[config.mk]
export PLATFORM = sky130hd
export DESIGN_NAME = hazard_detection
export DESIGN_NICKNAME = d
export VERILOG_FILES = /design/src/rtl/hazard_detection.sv
export SDC_FILE = /design/constraint.sdc
export NUM_CORES = 1
export LEC_CHECK = 0
export CORE_ASPECT_RATIO = 1.1
export CORE_UTILIZATION = 51
export CTS_CLUSTER_SIZE = 40
export DETAILED_ROUTE_END_ITERATION = 8
export PLACE_DENSITY = 0.86
export SLEW_MARGIN = 15
export SYNTH_ARGS = -nofsm -noshare
export SYNTH_HDL_FRONTEND = slang
export SYNTH_SLANG_ARGS = --single-unit
[constraint.sdc]
create_clock -name clk -period 6.8 [get_ports clk]
set_clock_uncertainty 0.1 [all_clocks]
set_input_delay 1.36 -clock clk [delete_from_list [all_inputs] [get_ports clk]]
set_output_delay 1.36 -clock clk [all_outputs]
set_load 0.01 [all_outputs]
[src/rtl/hazard_detection.sv]
// Decode-stage hazard unit for the 5-stage RV32I pipeline.
// Detects load-use hazards against ID/EX and inserts a single bubble.
// Squashes wrong-path instructions when EX redirects the PC.
// Holds every stage while the external freeze is asserted.
// A small RUN/STALL/FLUSH FSM tracks these events and drives the event counters.
//
// Handshake: there is no valid/ready pair. Each enable/flush output is a
// same-cycle command to the pipeline registers. freeze dominates all other
// conditions and suppresses every state and counter update on that edge.
module hazard_detection #(
    parameter int CNT_WIDTH = 32
) (
    input  logic                 clk,
    input  logic                 reset,
    input  logic                 valid_id,
    input  logic [4:0]           rs1_id,
    input  logic [4:0]           rs2_id,
    input  logic                 use_rs1_id,
    input  logic                 use_rs2_id,
    input  logic [4:0]           rd_idex,
    input  logic                 mem_read_idex,
    input  logic                 branch_taken_ex,
    input  logic                 freeze,
    output logic                 pc_write,
    output logic                 ifid_write,
    output logic                 ifid_flush,
    output logic                 idex_write,
    output logic                 idex_flush,
    output logic [1:0]           state,
    output logic [CNT_WIDTH-1:0] stall_count,
    output logic [CNT_WIDTH-1:0] flush_count,
    output logic                 hazard_error
);

    typedef enum logic [1:0] {
        ST_RUN   = 2'b00,
        ST_STALL = 2'b01,
        ST_FLUSH = 2'b10
    } state_e;

    state_e               state_q, state_d;
    logic [CNT_WIDTH-1:0] stall_cnt_q, stall_cnt_d;
    logic [CNT_WIDTH-1:0] flush_cnt_q, flush_cnt_d;
    logic                 err_q, err_d;
    logic                 lu_hazard;
    logic                 rs1_match;
    logic                 rs2_match;

    // Load-use detection: a load to x0 never creates a dependency.
    always_comb begin
        rs1_match = use_rs1_id && (rs1_id == rd_idex);
        rs2_match = use_rs2_id && (rs2_id == rd_idex);
        lu_hazard = valid_id && mem_read_idex && (rd_idex != 5'd0)
                    && (rs1_match || rs2_match);
    end

    // State, counter and sticky error registers; asynchronous reset back to RUN.
    always_ff @(posedge clk or posedge reset) begin
        if (reset) begin
            state_q     <= ST_RUN;
            stall_cnt_q <= '0;
            flush_cnt_q <= '0;
            err_q       <= 1'b0;
        end else begin
            state_q     <= state_d;
            stall_cnt_q <= stall_cnt_d;
            flush_cnt_q <= flush_cnt_d;
            err_q       <= err_d;
        end
    end

    // Next-state and counter updates; everything holds while frozen.
    always_comb begin
        state_d     = state_q;
        stall_cnt_d = stall_cnt_q;
        flush_cnt_d = flush_cnt_q;
        err_d       = err_q;
        if (!freeze) begin
            if (branch_taken_ex) begin
                // The redirect wins in every state because ID holds a wrong-path instruction.
                state_d     = ST_FLUSH;
                flush_cnt_d = flush_cnt_q + 1'b1;
            end else if (lu_hazard) begin
                state_d     = ST_STALL;
                stall_cnt_d = stall_cnt_q + 1'b1;
                // In STALL, ID/EX holds a bubble, so a second detection points to an upstream bug.
                if (state_q == ST_STALL) begin
                    err_d = 1'b1;
                end
            end else begin
                state_d = ST_RUN;
            end
        end
    end

    // Pipeline control outputs; same-cycle priority freeze > redirect > load-use.
    always_comb begin
        pc_write   = 1'b1;
        ifid_write = 1'b1;
        ifid_flush = 1'b0;
        idex_write = 1'b1;
        idex_flush = 1'b0;
        if (freeze) begin
            pc_write   = 1'b0;
            ifid_write = 1'b0;
            idex_write = 1'b0;
        end else if (branch_taken_ex) begin
            ifid_flush = 1'b1;
            idex_flush = 1'b1;
        end else if (lu_hazard) begin
            pc_write   = 1'b0;
            ifid_write = 1'b0;
            idex_flush = 1'b1;
        end
    end

    // Register-backed status outputs.
    always_comb begin
        state        = state_q;
        stall_count  = stall_cnt_q;
        flush_count  = flush_cnt_q;
        hazard_error = err_q;
    end

endmodule

==> results.toml <==
[status]
status = "finished, final reports clean"

[clocking]
post_cts_buffers = 0
cts_buffers = 9
root_buffer = "clkbuf_8"
cts-hold-fix-buffers = 0
insertion_delay_ns = 0.34
clkTransAtPathRegs_ns = 0.07
tritoncts = "yes"
clock_path_buffers = 2
clock_sink_count = 67
h-tree-depth = 3
cts_resized = 0

[synth]
synth-main-ff-cell = "dfrtp_1"
ys_types = 38
synth_top_cell_area_share = 0.519
synthArstFlopShare = 1.00
syn_avg_cell_area_sq_um = 10.8
synth_area_leaders = "dfrtp_1 (52%), xor2_1 (12%), xnor2_1 (7.6%)"
netlist_instances = 299
syn_area_sq_um = 3230
synth_edf_count = 0
syn-num-nets = 324
synth_seq_area_share = 0.519
ys_seq_elements = 67
synth_top_area_cell = "dfrtp_1"
ys_warn_count = 0

[sta]
max_freq_ghz = 0.194
rsz0062_at_grt = "no"
relSlewSlack = 0.451
period_needed_ns = 5.14
tns_ns = 0
fin_crit_sh = 0.757
final_hold_viol_count = 0
slew_viol_final = 0
finalSetupViolations = 0
worstMarginPinSlew_ns = 0.823

[setup_path]
path_class = "input pin to output pin"
max_stage_delay_ns = 0.55
startpoint_type = "input pin"
startpoint = "rd_idex[4]"
worstSetupEndpointType = "output pin"
crit_top_cell = "clkdlybuf4s50_1"
required_ns = 5.34
cpMaxStageDelayCell = "clkdlybuf4s50_1"
r2r_start = "stall_count[0]"
crit_family = "buffers and inverters"
crit_cells = 7
worstPathArrival_ns = 3.68
reg2regPathDepth = 6
crit_chain = "clkdlybuf4s50_1 -> xor2_1 -> nor4_1 -> a32oi_2 -> or3_1 -> a21oi_1 -> clkdlybuf4s50_1"
critPathMaxFanout = 3
crit_buf_inv = 2

[global_route]
grt_pass1_vias = 2609
antenna_found_initial = 0
overflow = 0
grt_pass1_wl_mm = 12.2
grt_max_degree = 68
grt_usage = 0.239

[place]
dp_hpwl_mm = 5.17
io_buffers = 94
gp_congestion = 0.816

[floorplan]
die_w_um = 77.9
die_area_sq_um = 6660
die_h_um = 85.5
rows = 30
initial_core_util = 0.525
core_area_sq_um = 6160
ioPinCount = 95

[detailed_routing]
drt_wl_total_mm = 7.30
drc = 0
drtPass1Iterations = 4
viasPerCell = 5.39
ant_nets = 0
via_count = 2611
wl_per_cell_um = 15.1
drt_iter0_drc = 135

[pwr]
power.density_nw_per_um2 = 214
power_mw = 0.966
p_leak_nw = 2.03
irDropWorstVdd_uv = 196

[job]
maxCapViolations = 0

[finish]
drive_gt1_frac = 0.0866
antennaDiodeCount = 0
syn_to_final_growth_pct = 39.7
layout.cells.most_common = "clkdlybuf4s50_1"
layout_common_cells = "clkdlybuf4s50_1 (94), dfrtp_1 (67), xor2_1 (44)"
final_nets = 424

[worst_hold_path]
hold_start = "stall_count[31]"
hp-class = "flop to flop"
hold_depth = 1
-- metrics by stage --
stage,utilization,std cells,worst slack (ns),hold WS [ns],cell area (sq um)
floorplan,-,299,2.65,0.404,3230
global placement,0.692,468,1.75,0.355,4260
detailed placement,0.692,468,1.66,0.371,4260
CTS,0.733,484,1.65,0.385,4510
global route,0.733,484,1.56,0.403,4510
finish,0.733,484,1.66,0.381,4510
-- worst register-to-register path, delay by kind of cell, from the launching register on --
kind | cells | cell delay, ns
flip-flops | 1 | 0.41
XOR/XNOR | 1 | 0.18
adder cells (fa/ha/maj) | 1 | 0.22
AND/OR/NAND/NOR | 4 | 1.31
-- cells in the mapped netlist, drive strengths merged (2+ instances only) --
library cell  count
nand4            14
buf               3
nor2             18
and2              3
nor3             17
ha                2
and4              4
or3               2
nand3            27
xnor2            28
nand2b            2
xor2             44
and3              4
nor4             10
nor4b             4
clkbuf            4
or2               2
mux2              2
nand2            22
dfrtp            67
inv               9
-- state kept, by name, summed over array words and instances (netlist names) --
| register | count |
|---|---|
| flush_count | 32 |
| stall_count | 32 |
| state | 2 |
| hazard_error | 1 |
-- power by group --
part           leakage (nW)  internal [mW]  switching, mW
Combinational         0.988         0.0660         0.0492
Sequential            0.914          0.417         0.0255
Clock                 0.126          0.254          0.154
Total                  2.03          0.737          0.229
-- area by class of cell --
class                      instances  area, sq um
timing repair buffer              96          956
multi-input combinational        216         1500
clock buffer                      10          138
inverter                           9         33.8
tap                               80          100
sequential                        67         1680
clock inverter                     6          113
fill                             446         1640
-- final timing paths --
kind                            slack, ns         endpoint
max in group asynchronous            4.58  stall_count[30]
min in group asynchronous            1.48  flush_count[21]
worst max register to register       4.53  stall_count[22]
worst min register to register       0.38  stall_count[31]
worst min-delay path                 0.38  stall_count[31]
worst max-delay path                 1.66       idex_flush
-- cell families (layout without fill, tap and decap cells) --
logic type,count (synthesis),in the layout,share of synthesized area
buf+inv,16,121,0.0205
simple gates,134,134,0.235
compound gates,6,6,0.0151
xor+xnor,72,72,0.195
fa+ha+maj,2,2,0.00774
flops,67,67,0.519
mux,2,2,0.00697
-- layer usage --
layer / vias up / GRT usage / share of wire
met5: - / 0 / 0
met4: 0 / 0.122 / 0.028
met3: 18 / 0.0419 / 0.035
met2: 69 / 0.416 / 0.52
met1: 1291 / 0.284 / 0.41
li1: 1233 / - / -
Note: power is estimated with default switching activity, not from simulation.
